**src/rtl/dvi_timing_gen.sv**
```systemverilog
// Runtime-reconfigurable video timing generator: sync, DE, pixel coordinates, strobes.
// Optional config legality checker: define DVI_TIMING_CFG_CHECK_EN.
module dvi_timing_gen #(
  parameter int unsigned H_CNT_W      = 12,
  parameter int unsigned V_CNT_W      = 11,
  parameter int unsigned DEF_H_ACTIVE = 640,
  parameter int unsigned DEF_H_SS     = 656,
  parameter int unsigned DEF_H_SE     = 752,
  parameter int unsigned DEF_H_TOTAL  = 800,
  parameter int unsigned DEF_V_ACTIVE = 480,
  parameter int unsigned DEF_V_SS     = 490,
  parameter int unsigned DEF_V_SE     = 492,
  parameter int unsigned DEF_V_TOTAL  = 525,
  parameter bit          DEF_HS_POL   = 1'b0,
  parameter bit          DEF_VS_POL   = 1'b0
) (
  input  logic               clk_i,
  input  logic               rst_i,
  input  logic               en_i,
  input  logic               cfg_valid_i,
  output logic               cfg_ready_o,
  input  logic [H_CNT_W-1:0] cfg_h_active_i,
  input  logic [H_CNT_W-1:0] cfg_h_ss_i,
  input  logic [H_CNT_W-1:0] cfg_h_se_i,
  input  logic [H_CNT_W-1:0] cfg_h_total_i,
  input  logic [V_CNT_W-1:0] cfg_v_active_i,
  input  logic [V_CNT_W-1:0] cfg_v_ss_i,
  input  logic [V_CNT_W-1:0] cfg_v_se_i,
  input  logic [V_CNT_W-1:0] cfg_v_total_i,
  input  logic               cfg_hs_pol_i,
  input  logic               cfg_vs_pol_i,
  output logic               hsync_o,
  output logic               vsync_o,
  output logic               de_o,
  output logic [H_CNT_W-1:0] pixel_x_o,
  output logic [V_CNT_W-1:0] pixel_y_o,
  output logic               line_start_o,
  output logic               frame_start_o,
  output logic               cfg_err_o
);

  typedef struct packed {
    logic [H_CNT_W-1:0] h_active;
    logic [H_CNT_W-1:0] h_ss;
    logic [H_CNT_W-1:0] h_se;
    logic [H_CNT_W-1:0] h_total;
    logic [V_CNT_W-1:0] v_active;
    logic [V_CNT_W-1:0] v_ss;
    logic [V_CNT_W-1:0] v_se;
    logic [V_CNT_W-1:0] v_total;
    logic               hs_pol;
    logic               vs_pol;
  } timing_t;

  typedef enum logic {SH_EMPTY, SH_FULL} shadow_state_e;

  localparam timing_t DEF_CFG = '{
    h_active: H_CNT_W'(DEF_H_ACTIVE), h_ss: H_CNT_W'(DEF_H_SS),
    h_se:     H_CNT_W'(DEF_H_SE),     h_total: H_CNT_W'(DEF_H_TOTAL),
    v_active: V_CNT_W'(DEF_V_ACTIVE), v_ss: V_CNT_W'(DEF_V_SS),
    v_se:     V_CNT_W'(DEF_V_SE),     v_total: V_CNT_W'(DEF_V_TOTAL),
    hs_pol:   DEF_HS_POL,             vs_pol:  DEF_VS_POL
  };

  localparam logic [H_CNT_W-1:0] H_ONE = H_CNT_W'(1);
  localparam logic [V_CNT_W-1:0] V_ONE = V_CNT_W'(1);

  timing_t            act_cfg, shd_cfg, cfg_in, use_cfg;
  shadow_state_e      sh_state, sh_next;
  logic [H_CNT_W-1:0] h_cnt, h_nxt;
  logic [V_CNT_W-1:0] v_cnt, v_nxt;
  logic               h_last, v_last, frame_wrap, xfer, cfg_legal, load_act;
  logic               hs_act, vs_act;

  always_comb begin
    cfg_in = '{
      h_active: cfg_h_active_i, h_ss: cfg_h_ss_i, h_se: cfg_h_se_i, h_total: cfg_h_total_i,
      v_active: cfg_v_active_i, v_ss: cfg_v_ss_i, v_se: cfg_v_se_i, v_total: cfg_v_total_i,
      hs_pol: cfg_hs_pol_i, vs_pol: cfg_vs_pol_i
    };
  end

`ifdef DVI_TIMING_CFG_CHECK_EN
  always_comb begin
    cfg_legal = (cfg_in.h_active != '0) && (cfg_in.h_active <= cfg_in.h_ss) &&
                (cfg_in.h_ss < cfg_in.h_se) && (cfg_in.h_se <= cfg_in.h_total) &&
                (cfg_in.h_total > H_ONE) &&
                (cfg_in.v_active != '0) && (cfg_in.v_active <= cfg_in.v_ss) &&
                (cfg_in.v_ss < cfg_in.v_se) && (cfg_in.v_se <= cfg_in.v_total) &&
                (cfg_in.v_total > V_ONE);
  end

  // Sticky until the next legal transfer.
  always_ff @(posedge clk_i or posedge rst_i) begin
    if (rst_i)     cfg_err_o <= 1'b0;
    else if (xfer) cfg_err_o <= ~cfg_legal;
  end
`else
  assign cfg_legal = 1'b1;
  assign cfg_err_o = 1'b0;
`endif

  assign h_last      = (h_cnt == act_cfg.h_total - H_ONE);
  assign v_last      = (v_cnt == act_cfg.v_total - V_ONE);
  assign frame_wrap  = en_i && h_last && v_last;
  assign cfg_ready_o = (sh_state == SH_EMPTY);
  assign xfer        = cfg_valid_i && cfg_ready_o;

  // Shadow only loads from the registered state, so a capture on the wrap cycle waits a frame.
  always_comb begin
    sh_next  = sh_state;
    load_act = 1'b0;
    case (sh_state)
      SH_EMPTY: if (xfer && cfg_legal) sh_next = SH_FULL;
      SH_FULL: begin
        if (frame_wrap) begin
          sh_next  = SH_EMPTY;
          load_act = 1'b1;
        end
      end
      default: sh_next = SH_EMPTY;
    endcase
    use_cfg = load_act ? shd_cfg : act_cfg;
  end

  always_comb begin
    h_nxt = h_cnt;
    v_nxt = v_cnt;
    if (en_i) begin
      if (h_last) begin
        h_nxt = '0;
        v_nxt = v_last ? '0 : v_cnt + V_ONE;
      end else begin
        h_nxt = h_cnt + H_ONE;
      end
    end
    hs_act = (h_nxt >= use_cfg.h_ss) && (h_nxt < use_cfg.h_se);
    vs_act = (v_nxt >= use_cfg.v_ss) && (v_nxt < use_cfg.v_se);
  end

  always_ff @(posedge clk_i or posedge rst_i) begin
    if (rst_i) begin
      sh_state <= SH_EMPTY;
      shd_cfg  <= DEF_CFG;
      act_cfg  <= DEF_CFG;
    end else begin
      sh_state <= sh_next;
      if (xfer && cfg_legal) shd_cfg <= cfg_in;
      if (load_act)          act_cfg <= shd_cfg;
    end
  end

  always_ff @(posedge clk_i or posedge rst_i) begin
    if (rst_i) begin
      h_cnt         <= DEF_CFG.h_total - H_ONE;
      v_cnt         <= DEF_CFG.v_total - V_ONE;
      hsync_o       <= ~DEF_HS_POL;
      vsync_o       <= ~DEF_VS_POL;
      de_o          <= 1'b0;
      pixel_x_o     <= '0;
      pixel_y_o     <= '0;
      line_start_o  <= 1'b0;
      frame_start_o <= 1'b0;
    end else if (en_i) begin
      h_cnt         <= h_nxt;
      v_cnt         <= v_nxt;
      hsync_o       <= hs_act ? use_cfg.hs_pol : ~use_cfg.hs_pol;
      vsync_o       <= vs_act ? use_cfg.vs_pol : ~use_cfg.vs_pol;
      de_o          <= (h_nxt < use_cfg.h_active) && (v_nxt < use_cfg.v_active);
      pixel_x_o     <= (h_nxt < use_cfg.h_active) ? h_nxt : '0;
      pixel_y_o     <= (v_nxt < use_cfg.v_active) ? v_nxt : '0;
      line_start_o  <= (h_nxt == '0);
      frame_start_o <= (h_nxt == '0) && (v_nxt == '0);
    end else begin
      line_start_o  <= 1'b0;
      frame_start_o <= 1'b0;
    end
  end

endmodule
```
**config.mk**
```make
export PLATFORM = sky130hd
export DESIGN_NAME = dvi_timing_gen
export DESIGN_NICKNAME = d
export VERILOG_FILES = /design/src/rtl/dvi_timing_gen.sv
export SDC_FILE = /design/constraint.sdc
export NUM_CORES = 1
export LEC_CHECK = 0
export BUFFER_PORTS_ARGS = -buffer_cell sky130_fd_sc_hd__buf_2
export CORE_MARGIN = 1
export CORE_UTILIZATION = 55
export DETAILED_ROUTE_END_ITERATION = 8
export PLACE_DENSITY = 0.75
export SLEW_MARGIN = 30
export SYNTH_ARGS = -nofsm -noshare
export SYNTH_HDL_FRONTEND = slang
export SYNTH_SLANG_ARGS = --single-unit
```
**constraint.sdc**
```tcl
create_clock -name clk_i -period 21.6 [get_ports clk_i]
set_input_delay 4.32 -clock clk_i [delete_from_list [all_inputs] [get_ports clk_i]]
set_output_delay 4.32 -clock clk_i [all_outputs]
set_load 0.005 [all_outputs]
```
==> reports/results.tsv, run 1 <==
stage	metric	value	unit
outcome	status	complete, no violations	
layout	final non-filler cell total	1465	
clock_tree	CTS HTree Levels	1	
synth	Synth Area per Inst	11.7	sq um
floorplan	core area	0.0218	sq mm
layout	share of cells above drive strength 1	33.9	%
worst_setup_path	crit-path max FO	62	
synth	Cells after Synth	1050	
synth	mapped cell area	0.0122	sq mm
worst_setup_path	R2R Path End	pixel_y_o[4]	
routing	Antenna Nets Post-Route	0	
synth	area leader, netlist	dfrtp_1	
floorplan	I/O pin cnt	128	
worst_hold_path	worst hold path class	reg -> reg	
layout	Final Instance Area	0.0141	sq mm
placement	routability cong.	0.832	
floorplan	die area	0.0229	sq mm
synth	post-synthesis register bit count	240	
layout	fin nets	1332	
clock_tree	Clock transition at path regs	0.06	ns
global_routing	vias in the first global route	8420	
global_routing	first-pass GRT wire length	42500	um
sta	clock skew	0.0127	ns
worst_setup_path	startpoint types	primary input	
placement	DP Cell Count	1416	
placement	Post-DP HPWL	18400	um
floorplan	Die Wd	151	um
routing	DRT Pass-1 Iters	5	
job	max-cap viol count	0	
sta	fin crit share	36.7	%
synth	Seq/Total Area, Yosys	49.8	%
worst_setup_path	Worst R2R Setup Slack	15.66	ns
clock_tree	worst-case clock buffer depth	3	
sta	Final Hold Viols	0	
power	Pwr Total	0.00123	W
floorplan	Die Y	151	um
clock_tree	CTS buffer count	26	
global_routing	initial antenna violation count	0	
layout	Layout area overhead	14.8	%
synth	Netlist cell types	73	
sta	Tightest Pin Transition	1.06	ns
placement	placed cell area	0.0131	sq mm
clock_tree	Root Buffer	clkbuf_16	
synth	count leader, synth	dfrtp_1	
clock_tree	Num Clock Sinks	240	
synth	Yosys top cell area share	33.1	%
synth	syn nets	1217	
sta	Max Freq	0.126	GHz
worst_setup_path	Critical Path RT	22.06	ns
global_routing	largest net degree at the start of global routing	109	
global_routing	overall routing resource usage	23.7	%
sta	final setup TNS	0	ns
sta	RSZ-0062 raised after global routing	false	
clock_tree	cts repair resizes	0	
global_routing	Overflow after GRT	0	
synth	Synth Flop Type	dfrtp_1	
synth	number of synthesized flops with an enable pin	0	
routing	DRC	0	
worst_hold_path	Hold Path End	act_cfg[46]	
power	PwrDens	87.7	mW/mm^2
placement	port bufs	126	
sta	fin crit period	7.94	ns
synth	Area contributors post-synth	dfrtp_1, dfstp_2, mux2_2, ha_1, mux2i_1	
routing	drt via density	5.78	
routing	DR iter-0 viols	470	
clock_tree	CTS Hold Buffers Added	0	
worst_setup_path	R2R cell count	19	
worst_setup_path	critical path type	in -> reg	
clock_tree	setup bufs post-CTS	0	
routing	Avg WL per Cell	17.9	um
sta	Max-slew headroom	28.7	%
layout	antenna fix cells	0	
sta	Final setup viols	0	
synth	Async SR Flop Fraction	100	%
floorplan	Cell Rows	54	
worst_setup_path	Arr. time, crit path	8.40	ns
worst_setup_path	reg2reg start	act_cfg[2]	
power	Leak	6.72	nW
floorplan	Initial Utilization	56.1	%
routing	WL final	26200	um
sta	hold slack	0.483	ns
synth	leading cell types by count after synthesis	dfrtp_1, mux2_2, inv_1	
worst_hold_path	worst hold stages	2	
power	maximum vdd ir drop	0.0724	mV
clock_tree	worst skew pair latency	0.53	ns
worst_setup_path	CP Capture Type	flop	
clock_tree	TritonCTS clock tree	yes	
synth	Ys Warns	0	
sta	fin. max-slew vios	0	
routing	Vias	8462	
worst_hold_path	hold_sp	shd_cfg[46]	
## flip-flops by register name (all words and copies together) (netlist names), 11 cells and up
signal,flops
h_cnt,12
shd_cfg,94
act_cfg,94
v_cnt,11
pixel_y_o,11
pixel_x_o,12
## cell usage in the layout (no fill, tap or decap), types with 7 or more instances in the layout
| master | Yosys | final |
|---|---|---|
| dfrtp_1 | 162 | 162 |
| buf_2 | 4 | 126 |
| mux2_2 | 125 | 125 |
| inv_1 | 79 | 78 |
| dfstp_2 | 78 | 78 |
| ha_1 | 69 | 69 |
| mux2i_1 | 58 | 58 |
| nand2_1 | 43 | 43 |
| o21ai_0 | 43 | 43 |
| nor2_1 | 41 | 41 |
| a22o_1 | 28 | 28 |
| clkbuf_16 | 0 | 27 |
| nor3_1 | 26 | 26 |
| xnor2_1 | 23 | 23 |
| a21oi_1 | 19 | 19 |
| nand3_1 | 18 | 18 |
| a21o_1 | 17 | 17 |
| xor2_1 | 14 | 14 |
| nor2b_1 | 13 | 12 |
| nand4_1 | 12 | 12 |
| or3_1 | 8 | 8 |
| o31ai_1 | 8 | 8 |
| clkinv_2 | 0 | 8 |
| buf_4 | 8 | 8 |
| nor4_1 | 7 | 7 |
## metal layers
layer  wire [um]  vias up  global-route usage (%)
met1       11700     4183                    31.7
met5           0        -                       0
met4         747        0                    7.40
met2       12500      227                    39.4
li1            -     4003                       -
met3        1280       49                    3.61
## stage by stage
stage	utilization (%)	setup slack [ns]
3_5_place_dp	60.0	12.95
4_1_cts	64.3	13.47
2_1_floorplan	-	10.82
6_report	64.5	13.66
3_3_place_gp	60.0	13.02
5_1_grt	64.5	13.30
## critical path, cell delays in order
cell	delay [ns]
buf_2	0.36
nand4_2	0.42
nor3_4	0.31
buf_6	0.60
mux2i_1	0.32
ha_1	0.28
a21o_1	0.16
a21o_1	0.16
a21oi_1	0.13
nor2_1	0.05
a2111oi_0	0.41
nor4b_1	0.28
a21o_1	0.38
a22o_1	0.19
## cell type report
| cell class | count | area (sq um) |
|---|---|---|
| Multi-Input combinational cell | 679 | 5630 |
| Timing Repair Buffer | 137 | 741 |
| Sequential cell | 240 | 6100 |
| Clock inverter | 13 | 168 |
| Clock buffer | 35 | 766 |
| Inverter | 81 | 312 |
| Tap cell | 280 | 350 |
| Fill cell | 1722 | 7760 |
## worst max path at each step
stage / start / endpoint / depth (start not counted)
2_1_floorplan: rst_i / act_cfg[0] / 1
3_3_place_gp: en_i / pixel_y_o[8] / 14
3_5_place_dp: en_i / pixel_y_o[3] / 14
4_1_cts: en_i / pixel_y_o[4] / 14
5_1_grt: en_i / pixel_y_o[8] / 14
6_report: en_i / pixel_y_o[4] / 14
## logic make-up (layout without fill, tap and decap cells)
group	Yosys count	count (layout)	synth area share (%)
xor+xnor	37	37	2.65
other cells	1	1	0.0306
simple gates	217	217	9.72
fa+ha+maj	69	69	7.05
mux	184	184	16.4
buf+inv	131	266	4.30
compound gates	171	171	10.1
flops	240	240	49.8
## where the power goes
part / total [W] / internal, W / switching (W)
registers: 0.000534 / 0.000495 / 0.0000388
logic: 0.000224 / 0.000102 / 0.000122
clock network: 0.000476 / 0.000295 / 0.000181
total: 0.00123 / 0.000892 / 0.000341
No activity file was read; power rests on OpenSTA's default activity.
==> run 2: changes to the inputs <==
CORE_UTILIZATION = 54   (was 55)
PLACE_DENSITY = 0.77   (was 0.75)
clock period = 6.7 ns   (was 21.6 ns; I/O delays follow)
==> run 2 against run 1 <==
The run now ends with design-rule violations left. Flip-flop and latch count unchanged. Die area increased by 1.8%. Cell count about the same. Routed wire length increased by 0.40%. Combinational power increased to 3.2 times the previous value. Utilization decreased by 1.1 points. Critical path depth increased by 5. Global-route usage decreased by 0.44 points. Setup slack got worse by 13 ns. Clock skew increased by 0.013 ns. Largest power group unchanged.
==> reports/results.tsv, run 2 (synthesis gave the netlist of run 1 again) <==
stage	metric	value	unit	change
global_routing	vias in the first global route	8433		+0.15%
global_routing	largest net degree at the start of global routing	142		+30%
clock_tree	Num Clock Sinks	240		unchanged
clock_tree	worst-case clock buffer depth	3		unchanged
sta	fin crit period	5.75	ns	
routing	DRC	9		+9
clock_tree	cts repair resizes	0		unchanged
outcome	failing checks	design-rule violations		
sta	Max Freq	0.174	GHz	
clock_tree	Root Buffer	clkbuf_16		
power	Leak	6.66	nW	-0.94%
global_routing	initial antenna violation count	0		unchanged
routing	Antenna Nets Post-Route	0		unchanged
sta	hold slack	0.487	ns	+0.00370 ns
worst_setup_path	CP Capture Type	flop		
placement	port bufs	126		unchanged
power	sw frac	28.3	%	+0.61 points
layout	Largest regs	act_cfg (94), shd_cfg (94)		
floorplan	Cell Rows	54		unchanged
floorplan	Die Wd	153	um	+0.91%
placement	Post-DP HPWL	18800	um	+1.9%
power	Comb pwr share	19.1	%	+1.0 points
sta	clock skew	0.0252	ns	+0.0125 ns
sta	Max-slew headroom	46.7	%	+18 points
layout	Layout area overhead	14.0	%	
power	Clock Power Share	35.5	%	-3.1 points
routing	drt via density	5.74		-0.66%
routing	Avg WL per Cell	18.0	um	+0.47%
clock_tree	CTS HTree Levels	1		unchanged
floorplan	core area	0.0220	sq mm	+0.93%
power	PwrDens	272	mW/mm^2	+210%
sta	setup ws final	0.953	ns	-12.71 ns
power	Sequential Power Share	45.4	%	+2.1 points
routing	DR iter-0 viols	510		+8.5%
sta	fin crit share	85.8	%	
layout	commonest non-fill, non-tap cell in the layout	dfrtp_1		
floorplan	Die Y	153	um	+0.91%
sta	RSZ-0062 raised after global routing	false		
clock_tree	worst skew pair latency	0.54	ns	about the same
layout	fin nets	1332		unchanged
clock_tree	setup bufs post-CTS	0		unchanged
placement	routability cong.	0.865		+4.0%
worst_setup_path	crit-path max FO	65		+4.8%
clock_tree	TritonCTS clock tree	yes		
placement	dpl ws	1.00	ns	-11.95 ns
floorplan	I/O pin cnt	128		unchanged
outcome	status	complete, but fails checks		
sta	final setup TNS	0	ns	unchanged
floorplan	die area	0.0233	sq mm	+1.8%
power	sw power	0.00107	W	+210%
routing	DRT Pass-1 Iters	7		+2
sta	fin. max-slew vios	0		unchanged
job	max-cap viol count	0		unchanged
worst_setup_path	Critical Path RT	7.15	ns	-14.91 ns
global_routing	overall routing resource usage	23.2	%	-0.44 points
sta	Final setup viols	0		unchanged
layout	Final Core Density	63.4	%	-1.1 points
worst_setup_path	critical path type	reg -> reg		
routing	WL final	26300	um	+0.40%
global_routing	first-pass GRT wire length	43600	um	+2.7%
layout	antenna fix cells	0		unchanged
routing	Vias	8400		-0.73%
worst_setup_path	startpoint types	flop		
sta	Tightest Pin Transition	0.799	ns	-0.260 ns
worst_setup_path	Arr. time, crit path	6.20	ns	-2.20 ns
power	maximum vdd ir drop	0.200	mV	+180%
clock_tree	CTS buffer count	25		-3.8%
clock_tree	Clock transition at path regs	0.06	ns	about the same
worst_hold_path	worst hold path class	reg -> reg		
sta	Final Hold Viols	0		unchanged
clock_tree	CTS Hold Buffers Added	0		unchanged
global_routing	Overflow after GRT	0		unchanged
layout	share of cells above drive strength 1	33.4	%	-0.56 points
power	P_int	0.00272	W	+210%
floorplan	Initial Utilization	55.6	%	-0.52 points
layout	most frequent cells in the layout	dfrtp_1, buf_2, mux2_2		
run 2: worst max-delay path, cell delays in order, from the launching register on:
cell	delay, ns
dfrtp_1	0.42
inv_1	0.09
ha_1	0.21
or4b_1	0.53
or4_1	0.51
o311ai_0	0.17
or2_2	0.25
nand4_2	0.36
nor3_4	0.33
buf_12	0.35
mux2i_1	0.29
ha_1	0.28
a21o_1	0.16
a21o_1	0.16
a21oi_1	0.14
nor2_1	0.05
a2111oi_0	0.47
nor4b_1	0.28
a21o_1	0.37
a22o_1	0.20
run 2: worst paths after layout:
kind	from	endpoint	cells past startpoint	slack, ns
min	act_cfg[39]	act_cfg[39]	2	0.49
max in group asynchronous	rst_i	shd_cfg[9]	3	4.49
min in group asynchronous	rst_i	shd_cfg[17]	2	0.96
min reg2reg	act_cfg[39]	act_cfg[39]	2	0.49
max	act_cfg[46]	pixel_y_o[8]	19	0.95
max reg2reg	act_cfg[46]	pixel_y_o[8]	19	0.95
run 2: through the flow:
stage	area, sq um	cells	total power (W)
6_report	14000	1464	0.00379
4_1_cts	13900	1463	0.00382
2_1_floorplan	12300	1050	0.00223
5_1_grt	14000	1464	0.00398
3_5_place_dp	13100	1417	0.00245
3_3_place_gp	13100	1417	0.00243
run 2: area by class of cell:
cell class,instances,area [sq um]
inverter,81,308
fill,1749,8070
tap,280,350
sequential,240,6100
multi-input combinational,679,5630
timing repair buffer,138,766
clock buffer,40,742
clock inverter,6,58.8
run 2: routing by layer:
metal  vias up  routed length [um]  share of wire, %  GRT usage, %
li1       4013                   -                 -             -
met1      4124               11700                44          31.0
met2       211               12600                48          38.9
met3        52                1320               5.0          3.70
met4         0                 717               2.7          7.26
met5         -                   0                 0             0
run 2: power groups by stage:
stage	clock network [W]	logic, W	registers, W
CTS	0.00138	0.000722	0.00172
detailed placement	0	0.000712	0.00174
global route	0.00143	0.000816	0.00174
floorplan	0	0.000559	0.00167
finish	0.00135	0.000725	0.00172
global placement	0	0.000687	0.00174
